## config.mk

```make
export PLATFORM = sky130hd
export DESIGN_NAME = seq_divider
export DESIGN_NICKNAME = d
export VERILOG_FILES = /design/src/rtl/seq_divider.sv
export SDC_FILE = /design/constraint.sdc
export NUM_CORES = 1
export LEC_CHECK = 0
export BUFFER_PORTS_ARGS = -buffer_cell sky130_fd_sc_hd__buf_2
export CAP_MARGIN = 10
export CORE_MARGIN = 2
export CORE_UTILIZATION = 61
export DETAILED_ROUTE_END_ITERATION = 8
export PLACE_DENSITY_LB_ADDON = 0.05
export SYNTH_ARGS = -nofsm -noshare
export SYNTH_HDL_FRONTEND = slang
export SYNTH_SLANG_ARGS = --single-unit
```

## constraint.sdc

```tcl
create_clock -name clk -period 7.72 [get_ports clk]
set_input_delay 0.772 -clock clk [delete_from_list [all_inputs] [get_ports clk]]
set_output_delay 0.772 -clock clk [all_outputs]
set_load 0.01 [all_outputs]
```

## src/rtl/seq_divider.sv

```systemverilog
// Iterative radix-2 signed/unsigned divider with run/stall handshake, one quotient bit per clock.
// Optional macro SEQ_DIVIDER_ZERO_FAST_EN: a zero divisor skips the iterations and goes straight to fix-up.
module seq_divider #(
    parameter int WIDTH = 32
) (
    input  logic             clk,
    input  logic             rst,
    input  logic             run,
    input  logic             op_unsigned,
    output logic             stall,
    input  logic [WIDTH-1:0] x,
    input  logic [WIDTH-1:0] y,
    output logic [WIDTH-1:0] quot,
    output logic [WIDTH-1:0] rem
);

    localparam int SW = $clog2(WIDTH + 3);
    localparam logic [SW-1:0] S_LOAD = '0;
    localparam logic [SW-1:0] S_LAST = SW'(WIDTH);
    localparam logic [SW-1:0] S_FIX  = SW'(WIDTH + 1);
    localparam logic [SW-1:0] S_DONE = SW'(WIDTH + 2);

    logic [SW-1:0]    cnt_q, cnt_d;
    logic [WIDTH-1:0] pr_q, pr_d;     // partial remainder
    logic [WIDTH-1:0] dq_q, dq_d;     // dividend shifting out, quotient shifting in
    logic [WIDTH-1:0] ay_q, ay_d;
    logic [WIDTH-1:0] x_q, x_d;
    logic             sx_q, sx_d, sy_q, sy_d, uns_q, uns_d, dz_q, dz_d;
    logic [WIDTH-1:0] quot_q, quot_d, rem_q, rem_d;

    logic             x_neg, y_neg;
    logic [WIDTH:0]   shifted, diff;
    logic [WIDTH-1:0] q_t, r_t;

    assign stall = run & (cnt_q != S_DONE);
    assign quot  = quot_q;
    assign rem   = rem_q;

    always_comb begin
        // NOTE: every signal driven here gets a default first, so no path can infer a latch.
        cnt_d  = cnt_q;
        pr_d   = pr_q;
        dq_d   = dq_q;
        ay_d   = ay_q;
        x_d    = x_q;
        sx_d   = sx_q;
        sy_d   = sy_q;
        uns_d  = uns_q;
        dz_d   = dz_q;
        quot_d = quot_q;
        rem_d  = rem_q;
        q_t    = '0;
        r_t    = '0;

        x_neg   = ~op_unsigned & x[WIDTH-1];
        y_neg   = ~op_unsigned & y[WIDTH-1];
        shifted = {pr_q, dq_q[WIDTH-1]};
        diff    = shifted - {1'b0, ay_q};

        if (!run) begin
            cnt_d = S_LOAD;
        end else if (cnt_q == S_DONE) begin
            cnt_d = S_DONE;
`ifdef SEQ_DIVIDER_ZERO_FAST_EN
        end else if (cnt_q == S_LOAD && y == '0) begin
            cnt_d = S_FIX;
`endif
        end else begin
            cnt_d = cnt_q + 1'b1;
        end

        if (run) begin
            if (cnt_q == S_LOAD) begin
                pr_d  = '0;
                dq_d  = x_neg ? -x : x;
                ay_d  = y_neg ? -y : y;
                x_d   = x;
                sx_d  = x_neg;
                sy_d  = y_neg;
                uns_d = op_unsigned;
                dz_d  = (y == '0);
            end else if (cnt_q <= S_LAST) begin
                // Invariant pr_q < ay_q keeps the sign of a WIDTH+1 bit difference exact.
                pr_d = diff[WIDTH] ? shifted[WIDTH-1:0] : diff[WIDTH-1:0];
                dq_d = {dq_q[WIDTH-2:0], ~diff[WIDTH]};
            end else if (cnt_q == S_FIX) begin
                if (dz_q) begin
                    quot_d = '1;
                    rem_d  = x_q;
                end else if (uns_q) begin
                    quot_d = dq_q;
                    rem_d  = pr_q;
                end else begin
                    // Euclidean: round the quotient so the remainder lands in [0, |y|).
                    if (!sx_q) begin
                        q_t = dq_q;
                        r_t = pr_q;
                    end else if (pr_q == '0) begin
                        q_t = -dq_q;
                        r_t = '0;
                    end else begin
                        q_t = ~dq_q;
                        r_t = ay_q - pr_q;
                    end
                    quot_d = sy_q ? -q_t : q_t;
                    rem_d  = r_t;
                end
            end
        end
    end

    // NOTE: sequential state uses non-blocking assignments so every register samples pre-edge values.
    always_ff @(posedge clk) begin
        if (rst) begin
            cnt_q  <= S_LOAD;
            quot_q <= '0;
            rem_q  <= '0;
        end else begin
            cnt_q  <= cnt_d;
            quot_q <= quot_d;
            rem_q  <= rem_d;
        end
    end

    // NOTE: operand/datapath registers are always rewritten at load, so they need no reset.
    always_ff @(posedge clk) begin
        pr_q  <= pr_d;
        dq_q  <= dq_d;
        ay_q  <= ay_d;
        x_q   <= x_d;
        sx_q  <= sx_d;
        sy_q  <= sy_d;
        uns_q <= uns_d;
        dz_q  <= dz_d;
    end

endmodule

```

---- Yosys cells after proc, flatten, opt, wreduce, memory -nomap -nowiden ----
Cells that the tools add are included.
word-level totals
  flip-flop bits (word level) ............. 202
  latch bits .............................. 0
  memory bits (writable) .................. 0
  ROM bits ................................ 0
  input bits .............................. 68
  logic and storage cells ................. 63
  memories ................................ 0
operators by class
  add/sub/neg operators ................... 7
  multipliers ............................. 0
  divide/modulo/power cells ............... 0
  $lt $le $gt $ge ......................... 1
  eq/ne operators ......................... 3
  shifts and indexed selects .............. 0
  multiplexer cells ....................... 22
  bitwise operators ....................... 9
  reduce and logical (&&, ||, !) cells .... 9
operators by type and width
  kind                   count
  $mux W32               21
  $neg A32 Y32           4
  $logic_not A32 Y1      2
  $sub A33 B32 Y33       1
  $not A32 Y32           1
  $sub A32 B32 Y32       1
  $eq A6 B6 Y1 const B   2
  $add A6 B1 Y6 const B  1
  $le A6 B6 Y1 const B   1
  $logic_not A6 Y1       1
  $mux W6                1
  $ne A6 B6 Y1 const B   1
  $not A1 Y1             5
  $reduce_and A2 Y1      2
  $reduce_and A4 Y1      1
  $and A1 B1 Y1          3
  $reduce_or A3 Y1       1
  $reduce_bool A2 Y1     1
  $reduce_or A2 Y1       1

---- Longest topological paths before layout ----
  depth after elaboration ................. 13
  depth in mapped cells ................... 16

---- Worst setup path before layout ----
OpenSTA, ideal clock, no wires.
  kind .................................... in2reg
  start ................................... input port run
  end ..................................... register dq_q[0] (enable)
  data arrival time ....................... 5443 ps
  required time ........................... 7135 ps
  path slack .............................. 1693 ps
  cell stages on the path ................. 1
  buffers on the path ..................... 0
  path through ............................ a21boi_0
on the way
  word-level cells in the longest chain between the ends .. 1
ends and longest elaborated chain
  element                             line  text
  start, declared                     8     input logic run,
  $reduce_and A2 Y1 (no source line)  -
  end signal, assigned                128   dq_q <= dq_d;
  end, declared                       25    logic [WIDTH-1:0] dq_q, dq_d;
No other way between the ends.
A chain may end at the register's enable or synchronous reset.

---- Final worst setup path ----
  start ................................... register dq_q[31]
  end ..................................... register pr_q[1] (data pin)
on the way
  word-level cells in the longest chain between the ends .. 3
ends and longest elaborated chain
  element               line  text
  $sub A33 B32 Y33      58    diff = shifted - {1'b0, ay_q};
  $mux W32              84    pr_d = diff[WIDTH] ? shifted[WIDTH-1:0] : diff[WIDTH-1:0];
  $mux W32              82    end else if (cnt_q <= S_LAST) begin
  end signal, assigned  127   pr_q <= pr_d;
  end, declared         24    logic [WIDTH-1:0] pr_q, pr_d;
No other way between the ends. The select of a mux whose other input is x is not followed.

==> results.json <==
{
  "worstSkewPairLatency_ns": 0.54,
  "drc": 0,
  "worst_ep_arrival_time_ns": 5.19,
  "die_area_mm2": 0.0253,
  "yosys_warnings": 0,
  "p_leak_nw": 6.39,
  "yosysMostFrequentCell": "nor2_1",
  "end_kind": "flop",
  "timing.rr.start": "dq_q[31]",
  "setup_viol": 0,
  "std_cell_rows": 56,
  "whs_ns": 0.450,
  "dp_slack_ns": 3.05,
  "drt-initial-drc-count": 1326,
  "ir_worst_vdd_uv": 190,
  "synth_fp_nets": 1806,
  "die_h_um": 159,
  "worst_pin_slew_ns": 1.07,
  "skew_ns": 0.0227,
  "cp-start-kind": "flop",
  "grt_max_degree": 71,
  "synth_edf_count": 132,
  "grt_use_total_pct": 32.0,
  "slew_viol_final": 0,
  "p_per_area_mw_per_mm2": 210,
  "slew_headroom_pct": 28.5,
  "outcome": "completed",
  "ys_seq_elements": 202,
  "setup_slack_ns": 2.92,
  "ctsHoldBuffers": 0,
  "cts_sinks": 202,
  "hold_viol": 0,
  "drt_first_pass_iters": 8,
  "finalCritPeriodShare_pct": 62.2,
  "drive_gt1_share_pct": 12.4,
  "numPortBuffers": 132,
  "ant_nets": 0,
  "place_congestion": 0.984,
  "min_path_type": "flop to flop",
  "antenna_found_initial": 0,
  "synthFlopType": "edfxtp_1",
  "cts_resized": 0,
  "num_io_pins": 133,
  "critical_path_class": "flop to flop",
  "root_buffer": "clkbuf_16",
  "postSynthCellCount": 1665,
  "cts_buffers": 24,
  "syn_avg_cell_area_um2": 8.80,
  "nNetsFinal": 1888,
  "fmax_mhz": 208,
  "vias": 13100,
  "synthArstFlopShare_pct": 0,
  "hp-start": "rem[10]",
  "grt_pass1_wl_mm": 66.2,
  "wl_mm": 41.0,
  "syn_area_mm2": 0.0147,
  "yosysTopAreaCellShare_pct": 27.0,
  "area_growth_pct": 11.1,
  "cts-htree-levels": 1,
  "synth_area_leaders": "edfxtp_1 27%, dfxtp_1 9.6%, xnor2_1 6.4%",
  "coreArea_mm2": 0.0235,
  "yosysSeqAreaShare_pct": 36.6,
  "synth_area_leader_cell": "edfxtp_1",
  "die_x_um": 159,
  "grt_overflow": 0,
  "grt_pass1_vias": 12500,
  "rsz0062_at_grt": "false",
  "period_minus_slack_ns": 4.80,
  "worstPathRequired_ns": 8.11,
  "clk_pin_slew_ns": 0.06,
  "clockBufferDepth": 3,
  "n_antenna_cell": 0,
  "routed_via_density": 6.31,
  "wl_per_cell_um": 19.7,
  "cts_tree": "built",
  "cts_setup_buffers": 0,
  "synth_commonest_cells": "173 x nor2_1, 144 x nand2_1, 132 x edfxtp_1",
  "crit_path_max_fanout": 21,
  "dp_hpwl_mm": 29.5,
  "crit_start": "dq_q[31]",
  "initial_core_util_pct": 62.3,
  "netlist-cell-type-count": 80,
  "setup_tns_ns": 0,
  "maxCapViolations": 0
}
==> layer usage <==
metal,vias up,part of all wire (%),GRT usage [%]
met3,90,7.6,5.11
li1,6264,-,-
met2,542,45,51.4
met1,6245,43,44.2
met5,-,0,0
met4,0,3.6,11.2
==> layout by cell type, fill, tap and decap left out, types with 17 or more instances in the layout <==
master,n
nor2_1,172
nand2_1,144
edfxtp_1,132
buf_2,132
xnor2_1,107
a21oi_1,105
o21ai_0,95
inv_1,92
xor2_1,73
ha_1,71
dfxtp_1,70
nor3_1,36
o211ai_1,28
o31ai_1,26
mux2i_1,26
clkbuf_16,25
nand3_1,23
a21o_1,23
nor4_1,22
a211oi_1,19
buf_4,17
==> logic make-up after synthesis <==
family	share of synthesized area, %
adders and majority gates	6.33
muxes	1.93
xor gates and xnor gates	10.8
buffers and inverters	5.01
DFF	36.6
AOI/OAI and AO/OA	21.1
and+or+nand+nor	18.3
==> sequential cells by signal, indices dropped and copies added, names as in the netlist, 6 cells and up <==
name and flops:
ay_q 32, cnt_q 6, x_q 32, pr_q 32, rem 32, quot 32, dq_q 32
==> path summary, 6_finish.rpt <==
path | depth (start not counted) | slack [ns] | to
worst max-delay path | 15 | 2.92 | pr_q[1]
worst min-delay path | 2 | 0.45 | rem[10]
worst max register to register | 15 | 2.92 | pr_q[1]
worst min register to register | 2 | 0.45 | rem[10]
==> stage by stage <==
stage | util, % | total power, mW | std cells | area [um2]
6_report | 69.2 | 3.42 | 2084 | 16300
4_1_cts | 69.2 | 3.41 | 2084 | 16300
3_5_place_dp | 65.8 | 2.27 | 2040 | 15500
5_1_grt | 69.2 | 3.58 | 2084 | 16300
3_3_place_gp | 65.8 | 2.26 | 2040 | 15500
2_1_floorplan | - | 2.04 | 1665 | 14700
==> worst max-delay path, cell delays in order, from the launching register on <==
cell,delay (ns)
edfxtp_1,0.44
inv_1,0.08
ha_1,0.23
fa_1,0.42
nor2b_1,0.18
o2111ai_1,0.15
and3_1,0.22
o31ai_1,0.54
a31oi_1,0.22
nor3_1,0.29
o21ai_0,0.20
a211o_1,0.37
nand3_2,0.39
buf_4,0.43
mux2_2,0.38
nor2_1,0.08
==> final cells by class <==
class	instances	area [um2]
multi-input combinational	1276	8580
fill	1952	7260
sequential	202	5370
timing repair buffer	149	788
clock buffer	36	707
tap	319	399
inverter	94	353
clock inverter	8	88.8
==> report_power, final <==
part           internal (mW)  switching [mW]
clock network          0.670           0.472
registers               1.24          0.0913
logic                  0.389           0.553
Note: power is estimated with default switching activity, not from simulation.
